===== config.mk =====
export PLATFORM = sky130hd
export DESIGN_NAME = led_phase_scheduler
export DESIGN_NICKNAME = d
export VERILOG_FILES = /design/src/rtl/led_phase_scheduler_pkg.sv /design/src/rtl/led_phase_scheduler_phase_averager.sv /design/src/rtl/led_phase_scheduler.sv
export SDC_FILE = /design/constraint.sdc
export NUM_CORES = 1
export LEC_CHECK = 0
export CAP_MARGIN = 25
export CORE_ASPECT_RATIO = 1.1
export CORE_MARGIN = 5
export CORE_UTILIZATION = 49
export CTS_CLUSTER_DIAMETER = 200
export DETAILED_ROUTE_END_ITERATION = 6
export GPL_TIMING_DRIVEN = 0
export PLACE_DENSITY = 0.72
export SYNTH_ARGS = -nofsm -noshare
export SYNTH_HDL_FRONTEND = slang
export SYNTH_SLANG_ARGS = --single-unit

===== constraint.sdc =====
create_clock -name CLK -period 2.8 [get_ports CLK]
set_input_delay 0.56 -clock CLK [delete_from_list [all_inputs] [get_ports CLK]]
set_output_delay 0.56 -clock CLK [all_outputs]
set_load 0.01 [all_outputs]

===== src/rtl/led_phase_scheduler_pkg.sv =====
// ----------------------------------------------------------------------------
// led_phase_scheduler_pkg
// Types and constants for the LED phase scheduler. The calibration controller
// imports this package as well, so the DC_Comp/PGA widths are defined here
// once.
//   phase_state_t      : scheduler state encoding
//   DC_W / PGA_W       : DC compensation and PGA gain widths
//   ADC_W              : front-end sample width
//   DEF_*              : default phase timing parameters
//   sat_sub()          : subtraction clamped at zero (ambient cancel)
// ----------------------------------------------------------------------------
package led_phase_scheduler_pkg;

    typedef enum logic [1:0] {
        ST_IDLE = 2'd0,
        ST_RED  = 2'd1,
        ST_IR   = 2'd2,
        ST_DARK = 2'd3
    } phase_state_t;

    localparam int DC_W              = 7;
    localparam int PGA_W             = 4;
    localparam int ADC_W             = 8;

    localparam int DEF_PHASE_CYCLES  = 10;
    localparam int DEF_SETTLE_CYCLES = 3;
    localparam int DEF_AVG_LOG2      = 2;

    function automatic logic [ADC_W-1:0] sat_sub(input logic [ADC_W-1:0] a,
                                                 input logic [ADC_W-1:0] b);
        return (a > b) ? (a - b) : '0;
    endfunction

endpackage


===== src/rtl/led_phase_scheduler_phase_averager.sv =====
// ----------------------------------------------------------------------------
// phase_averager
// Accumulates ADC samples while the phase counter sits inside the averaging
// window and presents the truncated mean. One instance serves every phase;
// the scheduler clears it on each phase entry.
//   CLK, rst_n  : clock, async active-low reset
//   i_clear     : clear the accumulator on this edge (wins over accumulate)
//   i_cnt       : current phase counter
//   i_adc       : front-end sample
//   o_avg       : accumulator >> AVG_LOG2
// ----------------------------------------------------------------------------
module phase_averager
    import led_phase_scheduler_pkg::*;
#(
    parameter int CNT_W         = 4,
    parameter int SETTLE_CYCLES = DEF_SETTLE_CYCLES,
    parameter int AVG_LOG2      = DEF_AVG_LOG2
) (
    input  logic             CLK,
    input  logic             rst_n,
    input  logic             i_clear,
    input  logic [CNT_W-1:0] i_cnt,
    input  logic [ADC_W-1:0] i_adc,
    output logic [ADC_W-1:0] o_avg
);

    localparam int ACC_W = ADC_W + AVG_LOG2;
    localparam logic [CNT_W-1:0] WIN_LO = CNT_W'(SETTLE_CYCLES);
    localparam logic [CNT_W-1:0] WIN_HI = CNT_W'(SETTLE_CYCLES + (1 << AVG_LOG2) - 1);

    logic [ACC_W-1:0] r_acc;
    logic             w_in_window;

    assign w_in_window = (i_cnt >= WIN_LO) && (i_cnt <= WIN_HI);

    always_ff @(posedge CLK or negedge rst_n) begin
        if (!rst_n) begin
            r_acc <= '0;
        end else if (i_clear) begin
            r_acc <= '0;
        end else if (w_in_window) begin
            r_acc <= r_acc + ACC_W'(i_adc);
        end
    end

    assign o_avg = r_acc[ACC_W-1:AVG_LOG2];

endmodule


===== src/rtl/led_phase_scheduler.sv =====
// ----------------------------------------------------------------------------
// led_phase_scheduler
// Time-multiplexes the LED/PGA/ADC front end between RED and IR (and an
// optional dark phase), averages the settled ADC samples of each phase and
// publishes one RED/IR pair per frame over valid/ready.
//
// Build option: AMBIENT_CANCEL_EN adds a dark phase whose average is
// subtracted (clamped at 0) from both channel averages.
//
// Ports: CLK, rst_n (async, active-low); enable; cfg_load + red/ir dc_comp/pga
// staging inputs; ADC sample; LED_RED, LED_IR, DC_Comp, PGA_Gain front-end
// drive; red_value, ir_value, pair_valid, pair_ready handshake; overrun.
//
// state   | meaning
// --------+--------------------------------------------------------------
// ST_IDLE | front end parked, LEDs off, RED settings shown
// ST_RED  | RED LED on, active RED settings, RED samples averaged
// ST_IR   | IR LED on, active IR settings, IR samples averaged
// ST_DARK | LEDs off, ambient level averaged (AMBIENT_CANCEL_EN only)
// ----------------------------------------------------------------------------
module led_phase_scheduler
    import led_phase_scheduler_pkg::*;
#(
    parameter int PHASE_CYCLES  = DEF_PHASE_CYCLES,
    parameter int SETTLE_CYCLES = DEF_SETTLE_CYCLES,
    parameter int AVG_LOG2      = DEF_AVG_LOG2
) (
    input  logic             CLK,
    input  logic             rst_n,
    input  logic             enable,
    input  logic             cfg_load,
    input  logic [DC_W-1:0]  red_dc_comp,
    input  logic [PGA_W-1:0] red_pga,
    input  logic [DC_W-1:0]  ir_dc_comp,
    input  logic [PGA_W-1:0] ir_pga,
    input  logic [ADC_W-1:0] ADC,
    output logic             LED_RED,
    output logic             LED_IR,
    output logic [DC_W-1:0]  DC_Comp,
    output logic [PGA_W-1:0] PGA_Gain,
    output logic [ADC_W-1:0] red_value,
    output logic [ADC_W-1:0] ir_value,
    output logic             pair_valid,
    input  logic             pair_ready,
    output logic             overrun
);

    localparam int CNT_W = (PHASE_CYCLES > 1) ? $clog2(PHASE_CYCLES) : 1;
    localparam logic [CNT_W-1:0] LAST_CNT = CNT_W'(PHASE_CYCLES - 1);

    phase_state_t     r_state;
    phase_state_t     w_next;
    logic [CNT_W-1:0] r_cnt;

    logic [DC_W-1:0]  r_stg_red_dc, r_stg_ir_dc, r_act_red_dc, r_act_ir_dc;
    logic [PGA_W-1:0] r_stg_red_pga, r_stg_ir_pga, r_act_red_pga, r_act_ir_pga;
    logic [ADC_W-1:0] r_red_avg;

    logic             w_boundary;
    logic             w_step;
    logic             w_last_phase;
    logic             w_publish;
    logic             w_clear;
    logic [ADC_W-1:0] w_avg;
    logic [ADC_W-1:0] w_pub_red;
    logic [ADC_W-1:0] w_pub_ir;

    assign w_boundary = (r_state != ST_IDLE) && (r_cnt == LAST_CNT);
    assign w_step     = w_boundary || ((r_state == ST_IDLE) && enable);
    assign w_publish  = w_boundary && w_last_phase;
    // Holding the accumulator clear through IDLE makes every phase start at 0.
    assign w_clear    = (r_state == ST_IDLE) || w_boundary;

`ifdef AMBIENT_CANCEL_EN
    logic [ADC_W-1:0] r_ir_avg;

    assign w_last_phase = (r_state == ST_DARK);
    assign w_pub_red    = sat_sub(r_red_avg, w_avg);
    assign w_pub_ir     = sat_sub(r_ir_avg, w_avg);

    always_ff @(posedge CLK or negedge rst_n) begin
        if (!rst_n) begin
            r_ir_avg <= '0;
        end else if ((r_state == ST_IR) && w_boundary) begin
            r_ir_avg <= w_avg;
        end
    end
`else
    assign w_last_phase = (r_state == ST_IR);
    assign w_pub_red    = r_red_avg;
    assign w_pub_ir     = w_avg;
`endif

    always_comb begin
        w_next = r_state;
        if (!enable && w_boundary) begin
            w_next = ST_IDLE;
        end else begin
            unique case (r_state)
                ST_IDLE: if (enable) w_next = ST_RED;
                ST_RED:  if (w_boundary) w_next = ST_IR;
`ifdef AMBIENT_CANCEL_EN
                ST_IR:   if (w_boundary) w_next = ST_DARK;
                ST_DARK: if (w_boundary) w_next = ST_RED;
`else
                ST_IR:   if (w_boundary) w_next = ST_RED;
                ST_DARK: w_next = ST_IDLE;
`endif
                default: w_next = ST_IDLE;
            endcase
        end
    end

    phase_averager #(
        .CNT_W         (CNT_W),
        .SETTLE_CYCLES (SETTLE_CYCLES),
        .AVG_LOG2      (AVG_LOG2)
    ) u_avg (
        .CLK     (CLK),
        .rst_n   (rst_n),
        .i_clear (w_clear),
        .i_cnt   (r_cnt),
        .i_adc   (ADC),
        .o_avg   (w_avg)
    );

    always_ff @(posedge CLK or negedge rst_n) begin
        if (!rst_n) begin
            r_state       <= ST_IDLE;
            r_cnt         <= '0;
            r_stg_red_dc  <= '0;
            r_stg_red_pga <= '0;
            r_stg_ir_dc   <= '0;
            r_stg_ir_pga  <= '0;
            r_act_red_dc  <= '0;
            r_act_red_pga <= '0;
            r_act_ir_dc   <= '0;
            r_act_ir_pga  <= '0;
            r_red_avg     <= '0;
            LED_RED       <= 1'b0;
            LED_IR        <= 1'b0;
            DC_Comp       <= '0;
            PGA_Gain      <= '0;
            red_value     <= '0;
            ir_value      <= '0;
            pair_valid    <= 1'b0;
            overrun       <= 1'b0;
        end else begin
            if (cfg_load) begin
                r_stg_red_dc  <= red_dc_comp;
                r_stg_red_pga <= red_pga;
                r_stg_ir_dc   <= ir_dc_comp;
                r_stg_ir_pga  <= ir_pga;
                overrun       <= 1'b0;
            end

            if ((r_state == ST_RED) && w_boundary) begin
                r_red_avg <= w_avg;
            end

            // A publish on the acceptance edge simply reloads; only an
            // unaccepted pending pair counts as overwritten.
            if (w_publish) begin
                red_value  <= w_pub_red;
                ir_value   <= w_pub_ir;
                pair_valid <= 1'b1;
                if (pair_valid && !pair_ready) begin
                    overrun <= 1'b1;
                end
            end else if (pair_valid && pair_ready) begin
                pair_valid <= 1'b0;
            end

            if (w_step) begin
                r_state <= w_next;
                r_cnt   <= '0;
                unique case (w_next)
                    ST_RED: begin
                        // RED is only entered at frame start, so staging is
                        // committed here and never mid-frame.
                        r_act_red_dc  <= r_stg_red_dc;
                        r_act_red_pga <= r_stg_red_pga;
                        r_act_ir_dc   <= r_stg_ir_dc;
                        r_act_ir_pga  <= r_stg_ir_pga;
                        LED_RED       <= 1'b1;
                        LED_IR        <= 1'b0;
                        DC_Comp       <= r_stg_red_dc;
                        PGA_Gain      <= r_stg_red_pga;
                    end
                    ST_IR: begin
                        LED_RED  <= 1'b0;
                        LED_IR   <= 1'b1;
                        DC_Comp  <= r_act_ir_dc;
                        PGA_Gain <= r_act_ir_pga;
                    end
                    default: begin
                        LED_RED  <= 1'b0;
                        LED_IR   <= 1'b0;
                        DC_Comp  <= r_act_red_dc;
                        PGA_Gain <= r_act_red_pga;
                    end
                endcase
            end else if (r_state != ST_IDLE) begin
                r_cnt <= r_cnt + CNT_W'(1);
            end
        end
    end

endmodule


==> metrics.txt <==
largest net degree at the start of global routing=62; Period Utilization, post-route=88.00%; post-route minimum period=2.464 ns; hold_ws=0.1774 ns; clk_skew=0.008526 ns; FF-to-FF setup slack=0.34 ns; Leakage=2.527 nW; Worst-Skew Late Latency=0.35 ns; fin cells=560; FMAX=405.9 MHz; CTS Hold Bufs=0; CTS buffer count=9; part of the Yosys area used for sequential elements=54.89%; DR vias/cell=5.352; GRT Total Usage=17.34%; Final HPWL DP=6692 um; fillers=706; Max Slew Vio Count=0; Ys Warns=0; Worst Hold Class=in -> async; switching power=0.001940 W; asr flop ratio synth=100.0%; EDFF count, synth=0; post-synthesis average cell area=12.40 um^2; mapped cell area=4513 um^2; CP Capture Type=flip-flop; initial antenna violation count=0; initial core utilization=50.60%; final net count=491; Core Rows=36; DR WL/cell=16.27 um; Comb power frac=41.8%; RSZ-0062 raised after global routing=false; clock tree sinks=99; top-area cell type share of the netlist area=54.89%; Worst-path clk slew=0.10 ns; WP data required=3.02 ns; Post-Syn Instances=364; TritonCTS clock tree=built; Max-cap violations=0; crit path DAT=2.69 ns; status=finished, final reports clean; Max VDD drop=0.0005419 V; clock power share=17.5%; crit-path cells=inv_1, ha_1, and3b_1, nand2_1, nor2_4, nand2_1, o21a_1, ha_1, clkbuf_2, a22oi_1, nor2_1, a21oi_1, o21ai_0; CP max FO=10; flops & latches, synth=99; Syn Nets=413; Post-Route WL=9111 um; IO Port Bufs=65; Routed Antenna Nets=0; Int Power=0.003663 W; Worst-Margin Slew=0.7411 ns; DR DRC count=0; Total Neg Setup Slack=0 ns; dominant synthesized flop cell=dfrtp_1; Final Hold Violating Endpoints=0; vias in the first global route=3182; Reg-to-Reg Start=r_cnt[1]; clk buf depth=2; global-route wire length before repair=15840 um; GP Congestion=0.8351; H-tree depth=3; layout overhead on the synthesized area=23.20%; core area=8919 um^2; endpoints failing setup=0; Slew Limit Headroom=50.59%; DP Cell Count=544; slowest cell delay on critical path=0.45 ns; Startpoint Class=flip-flop; CP max stage cell=dfrtp_1; via count=2997; Synth area leader=dfrtp_1; top cells by area, synth=dfrtp_1 (55%), mux2_2 (12%), mux2_4 (6.3%); DR iter-0 viols=156; layout cells sized above 1=22.65%; Netlist cell types=45; kind of critical path=reg -> reg; Die ar.=11230 um^2; Reg power frac=40.7%; Pwr per Cell Area=1008 nW/um^2; total gr overflow=0; CP Launch Point=r_cnt[1]; IO Pins=66; TritonRoute pass-1 iters=4; CTS root buffer=clkbuf_8; Die Ht=110.7 um; Ant. Diodes=0; Switching Fraction=34.63%; die width=101.5 um
[layout make-up]
cell class,instances,area (um^2),area share (%)
buffer,16,102.6,1.845
clock buffer,9,123.9,2.228
clock inverter,6,88.84,1.598
inverter,9,33.78,0.6076
multi-input combinational,240,1908,34.32
sequential,99,2477,44.55
tap,114,142.6,2.565
timing repair buffer,67,683.2,12.29
[synth_stat cells, types with 2 or more instances]
cell type,number
xor2_1,3
inv_1,9
nand2_1,26
dfrtp_1,99
nand3b_1,3
a22oi_1,11
nor2_1,26
o21ai_0,21
o21a_1,2
ha_1,13
o31ai_1,3
mux2_2,50
nor3_1,3
mux2i_1,2
and3b_1,2
or3_1,2
a21oi_1,22
mux2_4,19
a211oi_1,5
buf_1,2
buf_2,3
o211ai_1,2
nor2b_1,2
clkbuf_1,8
a21o_1,3
nand3_1,4
[registers in the layout (all words and copies together) (netlist names), 7 cells and up]
| signal | count |
|---|---|
| u_avg.r_acc | 10 |
| ir_value | 8 |
| r_red_avg | 8 |
| red_value | 8 |
| DC_Comp | 7 |
| r_act_ir_dc | 7 |
| r_act_red_dc | 7 |
| r_stg_ir_dc | 7 |
| r_stg_red_dc | 7 |
[power by group through the flow]
| stage | Sequential, W | Combinational (W) | Clock, W |
|---|---|---|---|
| 6_report | 0.00228 | 0.00234 | 0.000983 |
| 5_1_grt | 0.00235 | 0.00262 | 0.00106 |
| 4_1_cts | 0.00228 | 0.00235 | 0.00101 |
| 3_5_place_dp | 0.00230 | 0.00235 | 0 |
| 3_3_place_gp | 0.00228 | 0.00227 | 0 |
| 2_1_floorplan | 0.00226 | 0.00161 | 0 |
[per-stage QoR]
step / instance area [um^2] / worst slack (ns) / util, % / total power, W
after floorplan: 4513 / 0.4159 / - / 0.003871
after global placement: 5306 / -2.429 / 59.50 / 0.004547
after detailed placement: 5331 / -0.1351 / 59.78 / 0.004650
after CTS: 5549 / 0.02219 / 62.22 / 0.005640
after global routing: 5560 / 0.05676 / 62.35 / 0.006040
final: 5560 / 0.3361 / 62.35 / 0.005603
[kinds of logic (layout without fill, tap and decap cells)]
logic type | Yosys count | in the layout | synth area share (%)
buffers and inverters | 25 | 107 | 2.939
adders and majority gates | 14 | 14 | 4.048
muxes | 71 | 71 | 19.24
and+or+nand+nor | 77 | 77 | 8.068
AOI/OAI and AO/OA | 75 | 75 | 10.23
DFF | 99 | 99 | 54.89
xor gates and xnor gates | 3 | 3 | 0.5823
[cell usage in the layout, fill, tap and decap left out, types with 4 or more instances in the layout]
master	n
nand3_1	4
ha_1	13
inv_1	9
dfrtp_1	99
o21ai_0	21
a211oi_1	5
a22oi_1	11
mux2_2	50
nand2_1	26
clkbuf_1	6
clkdlybuf4s50_1	64
nor2_1	26
a21oi_1	22
clkbuf_8	9
mux2_4	19
[critical path: cells and delay by family, from the launching register on]
kind	cells	cell delay [ns]
buffers and inverters	2	0.28
AO/OA/AOI/OAI	4	0.58
flip-flops	1	0.45
AND/OR/NAND/NOR	5	0.66
adder cells (fa/ha/maj)	2	0.38
[routing by layer]
metal	track usage, %	vias to the layer above	wire, um
li1	-	1446	-
met5	0	-	0
met2	26.96	61	4345
met4	5.585	0	123
met3	3.902	9	449
met1	24.02	1481	4193
[timing repair]
item	in CTS	in global routing
gates resized for setup	1	5
pin swaps	0	1
buffers inserted	0	1
endpoints found under the setup margin	30	30
[final timing paths]
check                                    to  depth (start not counted)
min reg2reg                         LED_RED                          2
max reg2reg                      DC_Comp[0]                         13
max in group asynchronous  r_act_red_pga[1]                          2
min in group CLK                    LED_RED                          2
min                             ir_value[5]                          1
max                              DC_Comp[0]                         13
No activity file was read; power rests on OpenSTA's default activity.
